--- src/rtl/fpu_pkg.sv ---
// rtl/fpu_pkg.sv - shared single-precision FPU types and constants
package fpu_pkg;

  typedef struct packed {
    logic        sign;
    logic [7:0]  exp;
    logic [22:0] mant;
  } fp32_t;

  typedef struct packed {
    logic invalid;
    logic div_by_zero;
    logic overflow;
    logic underflow;
  } fp_flags_t;

  localparam logic [31:0] FP32_QNAN    = 32'h7FC00000;
  localparam logic [7:0]  FP32_EXP_MAX = 8'hFF;
  localparam int          FP32_BIAS    = 127;

  typedef enum logic [2:0] {
    IDLE,
    CLASSIFY,
    DIVIDE,
    ROUND,
    DONE
  } div_state_e;

endpackage

--- src/rtl/fp_div_step.sv ---
// rtl/fp_div_step.sv - one radix-2 restoring division step
// rem < 2*mb on entry, so the post-subtract value always fits in 24 bits.
module fp_div_step (
  input  logic [24:0] rem,
  input  logic [23:0] mb,
  output logic [24:0] rem_next,
  output logic        qbit
);

  logic [23:0] diff;

  always_comb begin
    qbit     = (rem >= {1'b0, mb});
    diff     = qbit ? 24'(rem - {1'b0, mb}) : rem[23:0];
    rem_next = {diff, 1'b0};
  end

endmodule

--- src/rtl/fp32_div_seq.sv ---
// rtl/fp32_div_seq.sv - iterative IEEE-754 single-precision divider (data1 / data2)
// Define FP_DIV_ROUND_EN for round-to-nearest-even; otherwise the quotient is truncated.
module fp32_div_seq
  import fpu_pkg::*;
#(
  parameter int BITS_PER_CYCLE = 1,
  parameter int EXP_BIAS       = FP32_BIAS
) (
  input  logic        clk,
  input  logic        rst,
  input  logic        in_valid,
  output logic        in_ready,
  input  logic [31:0] data1,
  input  logic [31:0] data2,
  output logic        out_valid,
  input  logic        out_ready,
  output logic [31:0] result,
  output logic        overflow,
  output logic        underflow,
  output logic        div_by_zero,
  output logic        invalid
);

  localparam int NUM_ITER = 26 / BITS_PER_CYCLE;

`ifdef FP_DIV_ROUND_EN
  localparam logic ROUND_EN = 1'b1;
`else
  localparam logic ROUND_EN = 1'b0;
`endif

  div_state_e        state_q, state_d;
  fp32_t             a_q, a_d, b_q, b_d;
  logic [24:0]       rem_q, rem_d;
  logic [25:0]       quo_q, quo_d;
  logic [4:0]        cnt_q, cnt_d;
  logic signed [9:0] exp_q, exp_d;
  logic [31:0]       result_q, result_d;
  fp_flags_t         flags_q, flags_d;

  logic        a_zero, b_zero, a_inf, b_inf, a_nan, b_nan, sgn, special;
  logic [31:0] spec_res;
  fp_flags_t   spec_flags;

  // Denormals have exp=0 and are treated as zero, keeping their sign.
  always_comb begin
    a_zero     = (a_q.exp == 8'd0);
    b_zero     = (b_q.exp == 8'd0);
    a_inf      = (a_q.exp == FP32_EXP_MAX) && (a_q.mant == 23'd0);
    b_inf      = (b_q.exp == FP32_EXP_MAX) && (b_q.mant == 23'd0);
    a_nan      = (a_q.exp == FP32_EXP_MAX) && (a_q.mant != 23'd0);
    b_nan      = (b_q.exp == FP32_EXP_MAX) && (b_q.mant != 23'd0);
    sgn        = a_q.sign ^ b_q.sign;
    special    = 1'b1;
    spec_res   = '0;
    spec_flags = '0;
    if (a_nan || b_nan || (a_zero && b_zero) || (a_inf && b_inf)) begin
      spec_res           = FP32_QNAN;
      spec_flags.invalid = 1'b1;
    end else if (a_inf) begin
      spec_res = {sgn, FP32_EXP_MAX, 23'd0};
    end else if (b_zero) begin
      spec_res               = {sgn, FP32_EXP_MAX, 23'd0};
      spec_flags.div_by_zero = 1'b1;
    end else if (a_zero || b_inf) begin
      spec_res = {sgn, 31'd0};
    end else begin
      special = 1'b0;
    end
  end

  logic [23:0]               mb;
  logic [24:0]               rem_chain [0:BITS_PER_CYCLE];
  logic [BITS_PER_CYCLE-1:0] qbits;

  assign mb           = {1'b1, b_q.mant};
  assign rem_chain[0] = rem_q;

  for (genvar i = 0; i < BITS_PER_CYCLE; i++) begin : g_step
    fp_div_step u_step (
      .rem      (rem_chain[i]),
      .mb       (mb),
      .rem_next (rem_chain[i+1]),
      .qbit     (qbits[BITS_PER_CYCLE-1-i])
    );
  end

  logic [24:0]       quo_n;
  logic signed [9:0] exp_n, exp_r;
  logic              guard, sticky, rnd_inc;
  logic [23:0]       mant_sum;
  logic [31:0]       norm_res;
  fp_flags_t         norm_flags;

  // Quotient lies in (0.5, 2): at most one left shift normalises it.
  always_comb begin
    if (quo_q[25]) begin
      quo_n = quo_q[24:0];
      exp_n = exp_q;
    end else begin
      quo_n = {quo_q[23:0], 1'b0};
      exp_n = exp_q - 10'sd1;
    end
    guard      = quo_n[1];
    sticky     = quo_n[0] | (|rem_q);
    rnd_inc    = ROUND_EN & guard & (sticky | quo_n[2]);
    mant_sum   = {1'b0, quo_n[24:2]} + {23'd0, rnd_inc};
    exp_r      = exp_n + 10'(mant_sum[23]);
    norm_flags = '0;
    norm_res   = {sgn, exp_r[7:0], mant_sum[22:0]};
    if (exp_r >= 10'sd255) begin
      norm_res            = {sgn, FP32_EXP_MAX, 23'd0};
      norm_flags.overflow = 1'b1;
    end else if (exp_r <= 10'sd0) begin
      norm_res             = {sgn, 31'd0};
      norm_flags.underflow = 1'b1;
    end
  end

  always_comb begin
    state_d  = state_q;
    a_d      = a_q;
    b_d      = b_q;
    rem_d    = rem_q;
    quo_d    = quo_q;
    cnt_d    = cnt_q;
    exp_d    = exp_q;
    result_d = result_q;
    flags_d  = flags_q;
    case (state_q)
      IDLE: begin
        if (in_valid) begin
          a_d     = data1;
          b_d     = data2;
          state_d = CLASSIFY;
        end
      end
      CLASSIFY: begin
        if (special) begin
          // Specials still pass through ROUND so their latency is two cycles.
          state_d = ROUND;
        end else begin
          rem_d   = {2'b01, a_q.mant};
          quo_d   = '0;
          cnt_d   = '0;
          exp_d   = 10'(a_q.exp) - 10'(b_q.exp) + 10'(EXP_BIAS);
          state_d = DIVIDE;
        end
      end
      DIVIDE: begin
        rem_d = rem_chain[BITS_PER_CYCLE];
        quo_d = {quo_q[25-BITS_PER_CYCLE:0], qbits};
        cnt_d = cnt_q + 5'd1;
        if (cnt_q == 5'(NUM_ITER - 1)) begin
          state_d = ROUND;
        end
      end
      ROUND: begin
        result_d = special ? spec_res : norm_res;
        flags_d  = special ? spec_flags : norm_flags;
        state_d  = DONE;
      end
      DONE: begin
        if (out_ready) begin
          state_d = IDLE;
        end
      end
      default: state_d = IDLE;
    endcase
  end

  always_ff @(posedge clk) begin
    if (rst) begin
      state_q  <= IDLE;
      a_q      <= '0;
      b_q      <= '0;
      rem_q    <= '0;
      quo_q    <= '0;
      cnt_q    <= '0;
      exp_q    <= '0;
      result_q <= '0;
      flags_q  <= '0;
    end else begin
      state_q  <= state_d;
      a_q      <= a_d;
      b_q      <= b_d;
      rem_q    <= rem_d;
      quo_q    <= quo_d;
      cnt_q    <= cnt_d;
      exp_q    <= exp_d;
      result_q <= result_d;
      flags_q  <= flags_d;
    end
  end

  assign in_ready    = (state_q == IDLE);
  assign out_valid   = (state_q == DONE);
  assign result      = result_q;
  assign overflow    = flags_q.overflow;
  assign underflow   = flags_q.underflow;
  assign div_by_zero = flags_q.div_by_zero;
  assign invalid     = flags_q.invalid;

endmodule

--- config.mk ---
export PLATFORM = sky130hd
export DESIGN_NAME = fp32_div_seq
export DESIGN_NICKNAME = d
export VERILOG_FILES = /design/src/rtl/fpu_pkg.sv /design/src/rtl/fp_div_step.sv /design/src/rtl/fp32_div_seq.sv
export SDC_FILE = /design/constraint.sdc
export NUM_CORES = 1
export LEC_CHECK = 0
export CELL_PAD_IN_SITES_DETAIL_PLACEMENT = 0
export CELL_PAD_IN_SITES_GLOBAL_PLACEMENT = 1
export CORE_MARGIN = 10
export CORE_UTILIZATION = 39
export CTS_BUF_LIST = sky130_fd_sc_hd__clkbuf_8
export CTS_CLUSTER_DIAMETER = 120
export CTS_CLUSTER_SIZE = 28
export DETAILED_ROUTE_END_ITERATION = 6
export HOLD_SLACK_MARGIN = 0.12
export PLACE_DENSITY_LB_ADDON = 0.05
export SLEW_MARGIN = 30
export SYNTH_ARGS = -nofsm -noshare
export SYNTH_HDL_FRONTEND = slang
export SYNTH_SLANG_ARGS = --single-unit
--- constraint.sdc ---
create_clock -name clk -period 2.7 [get_ports clk]
set_clock_uncertainty 0.15 [all_clocks]
set_input_delay 0.54 -clock clk [delete_from_list [all_inputs] [get_ports clk]]
set_output_delay 0.54 -clock clk [all_outputs]
set_load 0.005 [all_outputs]
==> metrics.md <==
| Metric | Value |
|---|---|
| Result of the run | finished with violations |
| Violations in the final reports | negative setup slack |
| Kind of start point of the critical path | flop |
| Setup repair after global routing missed its margin | true |
| Post-synthesis net count | 1283 |
| Final TNS setup | -819.4 ps |
| Die W | ~170 µm |
| Reg-to-reg critical path startpoint | b_q[5] |
| Worst-Skew Late Latency | 480 ps |
| Root Buffer | sky130_fd_sc_hd__clkbuf_8 |
| Routability Congestion | around 0.84 |
| Critical path capture point type | flop |
| Period Utilization, post-route | 1.033 |
| Worst Hold Class | input pin to flop |
| Worst voltage drop across the vdd grid | 304.7 µV |
| # DRC | 0 |
| Number of CTS-inserted buffers | 17 |
| Data required time of the critical path | 2910 ps |
| Dpl ws | -98.13 ps |
| Vias | around 8.6k |
| Crit Path Max Fanout | 7 |
| Number of flops mapped to enable cells by yosys | 0 |
| WHS | 269.8 ps |
| Worst Setup SP | b_q[5] |
| Finished Layout Cells | 1702 |
| Number of global-route vias before repair | between 8k and 9k |
| Starting density of the core | 0.3997 |
| Area delta synth->final | 38.73% |
| Clock-pin slew of the registers on the worst-case setup and hold paths | 100 ps |
| Min setup slack post-route | -89.02 ps |
| Power density over cell area | ~810 nW/µm² |
| Peak clock frequency supported by timing | 358.5 MHz |
| Cell count after synthesis | between 1k and 1.5k |
| Detailed-router iteration count before antenna repair | 5 |
| Final Net Count | 1481 |
| Height of the chip | 172.8 µm |
| Yosys warning total | 0 |
| Most common cell after layout, fill and taps aside | sky130_fd_sc_hd__nand2_1 |
| Core Box Area | around 23000 µm² |
| FF+latch count, synth | around 170 |
| FFs w/ async S/R, synth | 0 |
| Worst relative slew slack | 0.4999 |
| Endpoint arrival time on the critical path | roughly 3000 ps |
| Post-Place Cells | 1647 |
| Worst R2R Path Depth | 13 |
| Clock period minus worst slack | approximately 2800 ps |
| Number of port buffers | 105 |
| Antenna violations before repair | 1 |
| Final-report hold violation count | 0 |
| Per-cell routed wire length | 15.99 µm |
| Grt total ovfl | 0 |
| Pin count of the biggest net entering global routing | 65 |
| Ports placed on the boundary | 106 |
| Post-synth design cell area | 9105 µm² |
| Count of routing violations after the opening detailed-route iteration | 463 |
| Half-perimeter wire length of the detailed placement result | 19.25 mm |
| Critical path destination | rem_q[4] |
| Die Footprint | 29860 µm² |
| Avg Inst Size Synth | 7.729 µm² |
| Max Slew Vio Count | 0 |
| Wire length of the first global-routing pass | between 40 and 50 mm |
| Reg-to-reg endpoint | rem_q[4] |
| Number of placement rows | 55 |
| Via count normalized by instance count | a little over 5 |
| Maximum buffer depth of the clock tree | 2 |
| Cell variety after synth | 68 |
| Max-capacitance violation count | 0 |
| Total of endpoints with negative setup slack in the final report | 19 |
| Commonest cells after routing, fill and taps aside | sky130_fd_sc_hd__nand2_1 (257), sky130_fd_sc_hd__dfxtp_1 (146), sky130_fd_sc_hd__buf_4 (134) |
| Setup Crit Path Kind | flop to flop |
| R2R setup slack | -90 ps |
| Slew at the pin closest to its max-slew limit | 750.2 ps |
| CTS Sinks | 169 |
| Most used flip-flop cell after synthesis | sky130_fd_sc_hd__dfxtp_1 |
| Residual antenna-violating net count after detailed routing | 0 |
| Total detailed-routing wirelength | 27.21 mm |
| Depth of the CTS H-tree | 4 |
| GR Util All Layers | 0.1694 |
| Share of post-route cells with drive strength above 1 | 0.2354 |
| Fraction of the yosys area taken by sequential cells | 0.3716 |
| CTS tree | done |
| Hold-fix buffer count after cts | 0 |
| Antenna diodes | 0 |
| Leakage | 4.673 nW |
| Core occupancy in the finished layout | 0.5545 |
==> metrics by stage <==
step                cell area (µm²)  power, mW
finish                        12630      10.24
floorplan                      9105      5.739
global route                  12630      10.95
detailed placement            11290      7.443
global placement              11290      7.461
CTS                           11790      9.445
==> cell families (layout without fill, tap and decap cells) <==
logic type,after synthesis,in the layout,synth area share
flops,169,169,0.3716
buf+inv,126,337,0.05497
xor+xnor,41,41,0.04026
simple gates,471,471,0.2384
compound gates,292,292,0.1960
mux,42,42,0.04631
fa+ha+maj,37,37,0.05249
==> cells in the mapped netlist (5+ instances only) <==
cell type / number / area (µm²)
sky130_fd_sc_hd__nor4_1: 14 / 87.58
sky130_fd_sc_hd__xnor2_1: 20 / 175.2
sky130_fd_sc_hd__or4_1: 5 / 37.54
sky130_fd_sc_hd__ha_1: 35 / 437.9
sky130_fd_sc_hd__nor3_1: 18 / 90.09
sky130_fd_sc_hd__dfxtp_1: 169 / 3383
sky130_fd_sc_hd__nor2_1: 52 / 195.2
sky130_fd_sc_hd__o211ai_1: 8 / 60.06
sky130_fd_sc_hd__a21o_1: 12 / 90.09
sky130_fd_sc_hd__nand4_1: 12 / 75.07
sky130_fd_sc_hd__a21oi_1: 133 / 665.6
sky130_fd_sc_hd__nand2_1: 260 / 975.9
sky130_fd_sc_hd__mux2i_1: 41 / 410.4
sky130_fd_sc_hd__o21ai_0: 23 / 115.1
sky130_fd_sc_hd__clkbuf_1: 52 / 195.2
sky130_fd_sc_hd__inv_1: 52 / 195.2
sky130_fd_sc_hd__and3_1: 15 / 93.84
sky130_fd_sc_hd__o221a_1: 6 / 67.56
sky130_fd_sc_hd__buf_2: 10 / 50.05
sky130_fd_sc_hd__buf_1: 9 / 33.78
sky130_fd_sc_hd__xor2_1: 20 / 175.2
sky130_fd_sc_hd__or3_1: 7 / 43.79
sky130_fd_sc_hd__nor2b_1: 9 / 56.30
sky130_fd_sc_hd__o21ai_1: 26 / 130.1
sky130_fd_sc_hd__a211oi_1: 25 / 187.7
sky130_fd_sc_hd__o21a_1: 6 / 45.04
sky130_fd_sc_hd__nand3_1: 42 / 210.2
sky130_fd_sc_hd__a31oi_1: 17 / 106.4
sky130_fd_sc_hd__or2_2: 9 / 56.30
==> routing by layer <==
metal,global-route usage,vias up,share of wire,routed length (µm)
li1,-,4512,-,-
met1,0.2229,3961,0.48,12970
met2,0.2729,143,0.47,12830
met3,0.03964,21,0.041,1104
met4,0.04348,0,0.011,299
met5,0,-,0,0
==> how the worst min path moves through the flow <==
stage	startpoint	end	slack (ps)	depth (start not counted)
finish	rst	result[31]	270	2
global route	rst	result[31]	250	2
CTS	rst	result[31]	240	2
detailed placement	result[16]	result[16]	290	2
global placement	result[20]	result[20]	290	2
floorplan	quo_q[0]	quo_q[1]	280	2
==> what timing repair did <==
action / 4_1_cts / 5_1_grt
setup buffers: 2 / 16
pin swaps: 6 / 74
gates cloned: 0 / 5
setup endpoints to repair: 54 / 59
gates resized for setup: 17 / 135
==> flip-flops by register name (all words and copies together), names as in the netlist, 3 cells and up <==
name / flops
a_q: 32
b_q: 32
result: 32
quo_q: 26
rem_q: 25
exp_q: 10
cnt_q: 5
state_q: 3
==> where the power goes <==
part           switching [mW]  leakage, nW  total [mW]  internal (mW)
Combinational            2.77         3.08        5.40           2.64
Sequential              0.232         1.38        2.95           2.72
Clock                    1.10        0.209        1.89          0.784
Total                    4.10         4.67        10.2           6.14
==> worst max-delay path, cell delays in order, from the launching register on <==
cell                        delay [ps]
sky130_fd_sc_hd__dfxtp_2           350
sky130_fd_sc_hd__inv_2              40
sky130_fd_sc_hd__ha_4              260
sky130_fd_sc_hd__buf_6              90
sky130_fd_sc_hd__nand4_1            80
sky130_fd_sc_hd__nor4_2            330
sky130_fd_sc_hd__buf_4             160
sky130_fd_sc_hd__a41oi_2            90
sky130_fd_sc_hd__nand3_1           100
sky130_fd_sc_hd__o21ai_2            70
sky130_fd_sc_hd__a31oi_4           400
sky130_fd_sc_hd__clkbuf_16         250
sky130_fd_sc_hd__mux2i_1           200
sky130_fd_sc_hd__a211oi_1           90
==> layout make-up <==
cell class | count | area, µm²
Timing Repair Buffer | 253 | 2344
Fill cell | 2202 | 10150
Clock buffer | 17 | 234.0
Clock inverter | 15 | 173.9
Tap cell | 313 | 391.6
Sequential cell | 169 | 3415
Inverter | 52 | 197.7
Multi-Input combinational cell | 883 | 5876
No activity file was read; power rests on OpenSTA's default activity.
